[config.mk]
export PLATFORM = sky130hd
export DESIGN_NAME = pipeline_hazard_ctrl
export DESIGN_NICKNAME = d
export VERILOG_FILES = /design/src/rtl/legv8_pipe_pkg.sv /design/src/rtl/pipe_hazard_detect.sv /design/src/rtl/pipeline_hazard_ctrl.sv
export SDC_FILE = /design/constraint.sdc
export NUM_CORES = 1
export LEC_CHECK = 0
export CORE_MARGIN = 8
export CORE_UTILIZATION = 30
export CTS_CLUSTER_DIAMETER = 60
export CTS_CLUSTER_SIZE = 16
export DETAILED_ROUTE_END_ITERATION = 8
export HOLD_SLACK_MARGIN = 0.02
export PLACE_DENSITY = 0.78
export RECOVER_POWER = 25
export SKIP_CTS_REPAIR_TIMING = 1
export SYNTH_ARGS = -nofsm -noshare
export SYNTH_HDL_FRONTEND = slang
export SYNTH_HIERARCHICAL = 1
export SYNTH_SLANG_ARGS = --single-unit
export TNS_END_PERCENT = 10
[constraint.sdc]
create_clock -name clock -period 4.1 [get_ports clock]
set_input_delay 1.23 -clock clock [delete_from_list [all_inputs] [get_ports clock]]
set_output_delay 1.23 -clock clock [all_outputs]
set_load 0.01 [all_outputs]
[src/rtl/legv8_pipe_pkg.sv]
// Shared types and constants for the LEGv8 pipeline hazard control slice.
package legv8_pipe_pkg;

    localparam int REG_W = 5;

    typedef logic [REG_W-1:0] reg_idx_t;

    // X31 reads as zero, so a write to it can never feed a later read.
    localparam reg_idx_t XZR = 5'd31;

    typedef enum logic [1:0] {
        RUN     = 2'd0,
        STALL   = 2'd1,
        MEMWAIT = 2'd2
    } pipe_state_t;

    function automatic logic branch_taken(input logic branch, input logic uncbranch,
                                          input logic zero);
        return uncbranch | (branch & zero);
    endfunction

endpackage

[src/rtl/pipe_hazard_detect.sv]
// Combinational load-use hazard compare between the load in EX and the reads in ID.
module pipe_hazard_detect
    import legv8_pipe_pkg::*;
(
    input  logic     idex_memread,
    input  reg_idx_t idex_rd,
    input  reg_idx_t id_rn,
    input  reg_idx_t id_rm,
    input  logic     id_uses_rm,
    output logic     luh
);

    assign luh = idex_memread && (idex_rd != XZR) &&
                 ((idex_rd == id_rn) || (id_uses_rm && (idex_rd == id_rm)));

endmodule

[src/rtl/pipeline_hazard_ctrl.sv]
// Stall/flush/freeze sequencer for the LEGv8 pipeline registers.
// Performance counters are built only when PIPE_PERF_CNT_EN is defined.
module pipeline_hazard_ctrl
    import legv8_pipe_pkg::*;
#(
    parameter int MEM_TIMEOUT = 16,
    parameter int CNT_W       = 32
) (
    input  logic             clock,
    input  logic             reset,
    input  logic [4:0]       id_rn,
    input  logic [4:0]       id_rm,
    input  logic             id_uses_rm,
    input  logic             idex_memread,
    input  logic [4:0]       idex_rd,
    input  logic             exmem_branch,
    input  logic             exmem_uncbranch,
    input  logic             exmem_zero,
    input  logic             exmem_memread,
    input  logic             exmem_memwrite,
    input  logic             dmem_ready,
    output logic             pc_write,
    output logic             pc_src,
    output logic             ifid_write,
    output logic             ifid_flush,
    output logic             idex_bubble,
    output logic             exmem_flush,
    output logic             pipe_freeze,
    output logic             mem_error,
    output logic [CNT_W-1:0] stall_cnt,
    output logic [CNT_W-1:0] flush_cnt,
    output logic [CNT_W-1:0] wait_cnt
);

    localparam int TW = $clog2(MEM_TIMEOUT + 1);
    localparam logic [TW-1:0] TMO = TW'(MEM_TIMEOUT);

    pipe_state_t   state, state_nx;
    logic [TW-1:0] tcnt, tcnt_nx;
    logic          err_q;
    logic          luh, taken, memop, mw, tout;
    logic          inc_stall, inc_flush, inc_wait;

    pipe_hazard_detect u_detect (
        .idex_memread (idex_memread),
        .idex_rd      (idex_rd),
        .id_rn        (id_rn),
        .id_rm        (id_rm),
        .id_uses_rm   (id_uses_rm),
        .luh          (luh)
    );

    assign taken = branch_taken(exmem_branch, exmem_uncbranch, exmem_zero);
    assign memop = exmem_memread | exmem_memwrite;
    // Once waiting, EX/MEM is frozen, so only dmem_ready decides whether the wait continues.
    assign mw    = (state == MEMWAIT) ? !dmem_ready : (memop && !dmem_ready);
    assign tout  = mw && (tcnt_nx >= TMO);

    // NOTE: state registers use non-blocking assignments so every flop samples pre-edge values.
    always_ff @(posedge clock) begin
        if (reset) begin
            state <= RUN;
            tcnt  <= '0;
            err_q <= 1'b0;
        end else begin
            state <= state_nx;
            tcnt  <= tcnt_nx;
            err_q <= err_q | tout;
        end
    end

    // NOTE: every output and next-state value gets a default first so no latch is inferred.
    always_comb begin
        state_nx    = state;
        tcnt_nx     = tcnt;
        pc_write    = 1'b1;
        pc_src      = 1'b0;
        ifid_write  = 1'b1;
        ifid_flush  = 1'b0;
        idex_bubble = 1'b0;
        exmem_flush = 1'b0;
        pipe_freeze = 1'b0;
        inc_stall   = 1'b0;
        inc_flush   = 1'b0;
        inc_wait    = 1'b0;
        if (reset) begin
            state_nx    = RUN;
            pc_write    = 1'b0;
            ifid_write  = 1'b0;
            ifid_flush  = 1'b1;
            idex_bubble = 1'b1;
            exmem_flush = 1'b1;
        end else if (mw) begin
            state_nx    = MEMWAIT;
            pipe_freeze = 1'b1;
            pc_write    = 1'b0;
            ifid_write  = 1'b0;
            inc_wait    = 1'b1;
            if (state != MEMWAIT)
                tcnt_nx = TW'(1);
            else if (tcnt < TMO)
                tcnt_nx = tcnt + 1'b1;
        end else begin
            // Leaving MEMWAIT behaves as a full RUN cycle, including a new load-use stall.
            state_nx = RUN;
            if (taken) begin
                pc_src      = 1'b1;
                ifid_flush  = 1'b1;
                idex_bubble = 1'b1;
                exmem_flush = 1'b1;
                inc_flush   = 1'b1;
            end else if (luh && state != STALL) begin
                state_nx    = STALL;
                pc_write    = 1'b0;
                ifid_write  = 1'b0;
                idex_bubble = 1'b1;
                inc_stall   = 1'b1;
            end
        end
    end

    assign mem_error = err_q & ~reset;

`ifdef PIPE_PERF_CNT_EN
    logic [CNT_W-1:0] stall_q, flush_q, wait_q;

    always_ff @(posedge clock) begin
        if (reset) begin
            stall_q <= '0;
            flush_q <= '0;
            wait_q  <= '0;
        end else begin
            // Saturate at all-ones rather than wrapping.
            if (inc_stall && stall_q != '1) stall_q <= stall_q + 1'b1;
            if (inc_flush && flush_q != '1) flush_q <= flush_q + 1'b1;
            if (inc_wait  && wait_q  != '1) wait_q  <= wait_q  + 1'b1;
        end
    end

    assign stall_cnt = reset ? '0 : stall_q;
    assign flush_cnt = reset ? '0 : flush_q;
    assign wait_cnt  = reset ? '0 : wait_q;
`else
    logic unused_perf;
    assign unused_perf = inc_stall ^ inc_flush ^ inc_wait;
    assign stall_cnt   = '0;
    assign flush_cnt   = '0;
    assign wait_cnt    = '0;
`endif

endmodule

==> run summary <==
The floorplan has 24 rows. The starting density of the core is 30.51%. The critical path starts at dmem_ready.

The post-route netlist has 12.92% of its cells at a drive strength greater than 1. Setup repair after global routing left no endpoint under its margin. The area used by multi-input combinational logic came out at 782.0 sq um.

The max-slew headroom at the worst pin came out at 57.42%. The number of buffers on the longest clock path came out at 2. The signal arrival time at the worst endpoint is 2.79 ns. Clock-pin slew was measured on the worst setup and hold paths at 0.04 ns. The first global-routing pass estimated 3760 microns of wire. Summing over every cut layer, the via total after detailed routing is 888. The routed length on met2 came out at 1428 microns. The die height is 82.08 microns. Data on the critical path is required at its endpoint by 2.87 ns. The number of enable-type register cells in the synthesized netlist came out at 0.

The maximum clock skew at final layout is 0.004537 ns. The number of cells on the worst reg-to-reg path is 3. The placed wire-length estimate after detailed placement came out at 2529 microns. The least setup slack across all paths after layout came out at 0.08033 ns. Global routing used 6.927% of the available tracks across all layers. The clock sink count came out at 8. In this run the static leakage power is 0.8076 nW. In this run the tool buffered the top-level ports with 32 buffer cells.

In this run the top signal layer used is met4. The count of endpoints failing setup in the final report came out at 0. The signed area change from the synthesized netlist to the final layout is 11.46%.

The share of flip-flops with an asynchronous set or reset after synthesis is 0%. In the finished design, the share of the clock period the worst path needs comes to 98.04%. The largest vdd supply drop came out at 0.06266 mV. The power density over cell area is 199.8 nW/um^2. The number of nets in the final layout came out at 237. The total grt overflow is 0. The number of antenna diodes in the final layout is 0. The slew at the pin closest to its max-slew limit is 0.6333 ns. The sequential cell area came out at 160.2 sq um. In this run the critical register-to-register path is launched from state[0].

The die span in x came out at 82.08 microns. Entering global routing, the biggest net connects 10 pins. The total count of hold-check failures in the final report is 0.

The CTS tree is yes. The count of unique library cells instantiated by Yosys is 32. The final hold slack came out at 0.4572 ns. The critical-path maximum fanout is 5. The routed via count divided by cell count came out at 3.402. In the final routed layout, each cell accounts on average for 10.52 microns. Among all flip-flop cells after synthesis, the most frequent one is sky130_fd_sc_hd__dfxtp_1. The worst hold path terminates at err_q.

After synthesis, flip-flops and latches occupy 12.23% of the total area. The worst slack at placement is -0.6650 ns. The synthesized netlist cell count came out at 169.

The instance area after placement came out at 1373 sq um. The routed wire length came out at 2747 microns. The startpoint type of the worst setup path is a primary input. The fill cell instance count of the final layout came out at 464.

The kind of capture point of the worst setup path is an output port. The final routed DRC violation total came out at 0. For the worst-skew pair, the clock arrives at the later sink with an insertion delay of 0.23 ns. The mean post-synth cell area is 7.752 sq um. The setup slack on the worst flop-to-flop path is 2.71 ns. The final RePlAce weighted congestion came out at 0.7442.

The biggest cell delay along the critical path came out at 0.69 ns. The startpoint identified for the worst hold timing path is err_q. In this run the number of H-tree levels came out at 1. The count of pins over their slew limit came out at 0. The min-delay analysis places its worst path in the category reg -> reg. Derived from the worst setup path, the maximum achievable clock frequency is 248.8 MHz. The number of cells traversed by the worst hold path is 2. Max-cap violations in this run came to 0. The count of nets left with antenna violations once routing finished came out at 0. The flow ran to the end, and the final reports show no timing, DRC or antenna violations. The number of top-level design ports is 129. The cell sitting at the root of the clock tree is a sky130_fd_sc_hd__clkbuf_8. The final critical-path required period is 4.020 ns. The post-synthesis instance area came out at 1310 sq um.

The number of antenna violations at the first check in global routing was 0. The detailed router's first-iteration violation count came out at 32. The amount of wire on met3 after detailed routing is 373 microns.

The via count of the first global-routing pass was 925. The detailed-routing iteration count for the pre-antenna-repair pass came out at 3. The finished layout cell area is 1460 sq um. The critical path is of the in -> out type. The TritonCTS buffer count is 3. During synthesis, Yosys emitted a total of 6 warnings. Walking the worst path, the cells encountered are dlygate4sd3_1 > a21oi_2 > o21ai_1 > clkdlybuf4s50_1. For this design, the slowest cell found on the critical path is sky130_fd_sc_hd__dlygate4sd3_1.

The core area came out at 4294 sq um. The die footprint came out at 6737 sq um. The post-route met1 wirelength came out at 931 microns. The register bit total from synthesis came out at 8.
[power breakdown]
group	switching, mW	internal [mW]	total [mW]
clock	0.0321	0.0637	0.0958
sequential	0.00153	0.0799	0.0814
combinational	0.0729	0.0417	0.115
total	0.106	0.185	0.292
[cell usage in the layout (no fill, tap or decap), types with 2 or more instances in the layout]
cell and n:
sky130_fd_sc_hd__nor3_1 3, sky130_fd_sc_hd__nor2_1 4, sky130_fd_sc_hd__nand3_1 5, sky130_fd_sc_hd__buf_4 9
sky130_fd_sc_hd__a21oi_1 4, sky130_fd_sc_hd__dfxtp_1 8, sky130_fd_sc_hd__clkdlybuf4s50_1 17, sky130_fd_sc_hd__inv_1 3
sky130_fd_sc_hd__clkbuf_2 2, sky130_fd_sc_hd__nand2_1 4, sky130_fd_sc_hd__conb_1 96, sky130_fd_sc_hd__clkbuf_8 3
sky130_fd_sc_hd__a211oi_2 2, sky130_fd_sc_hd__xor2_1 7, sky130_fd_sc_hd__a21oi_2 3, sky130_fd_sc_hd__o21ai_1 4
sky130_fd_sc_hd__dlymetal6s2s_1 11, sky130_fd_sc_hd__xnor2_1 3
[worst max-delay path: cells and delay by family]
family / cells / cell delay (ns)
AOI/OAI and AO/OA: 2 / 0.30
buffers and inverters: 2 / 1.26
[through the flow]
step | setup TNS [ns] | std cells | util, % | power (mW)
floorplan | 0 | 264 | - | 0.2166
global placement | -1.689 | 258 | 31.96 | 0.1920
detailed placement | -1.979 | 258 | 31.96 | 0.1934
CTS | -2.007 | 261 | 32.93 | 0.2890
global route | 0 | 261 | 34.00 | 0.3081
finish | 0 | 261 | 34.00 | 0.2918
[Yosys cell counts (2+ instances only)]
cell type	instances	area share [%]
sky130_fd_sc_hd__buf_4	98	56
sky130_fd_sc_hd__dfxtp_1	8	12
sky130_fd_sc_hd__xor2_1	8	5.3
sky130_fd_sc_hd__a21oi_1	5	1.9
sky130_fd_sc_hd__nand3_1	5	1.9
sky130_fd_sc_hd__nor2_1	5	1.4
sky130_fd_sc_hd__nand2_1	4	1.1
sky130_fd_sc_hd__a211oi_1	3	1.7
sky130_fd_sc_hd__inv_1	3	0.86
sky130_fd_sc_hd__nor3_1	3	1.1
sky130_fd_sc_hd__xnor2_1	3	2.0
sky130_fd_sc_hd__a21oi_2	2	1.3
sky130_fd_sc_hd__o21ai_0	2	0.76
sky130_fd_sc_hd__o21ai_1	2	0.76
[worst max-delay path by stage]
stage                   to  depth (start not counted)
2_1_floorplan     pc_write                          7
3_5_place_dp   idex_bubble                          9
5_1_grt         ifid_write                          9
4_1_cts        idex_bubble                          9
3_3_place_gp   idex_bubble                          9
6_report       exmem_flush                          4
[cells by family after synthesis]
family                     synth area share [%]
AOI/OAI and AO/OA                         9.552
xor gates and xnor gates                  7.355
adders and majority gates                0.9550
buffers and inverters                     57.88
DFF                                       12.23
muxes                                    0.7641
other                                    0.2863
and+or+nand+nor                           10.99
[cell type report]
type | instances | area share (%)
Sequential cell | 8 | 10.97
Multi-Input combinational cell | 154 | 53.56
Timing Repair Buffer | 41 | 27.42
Inverter | 3 | 0.7712
Clock buffer | 3 | 2.828
Tap cell | 52 | 4.456
[metal layers]
metal | global-route usage [%] | vias up
met5 | 0 | -
met4 | 2.105 | 0
met3 | 2.845 | 2
met2 | 13.18 | 72
met1 | 6.587 | 383
li1 | - | 431
No activity file was read; power rests on OpenSTA's default activity.
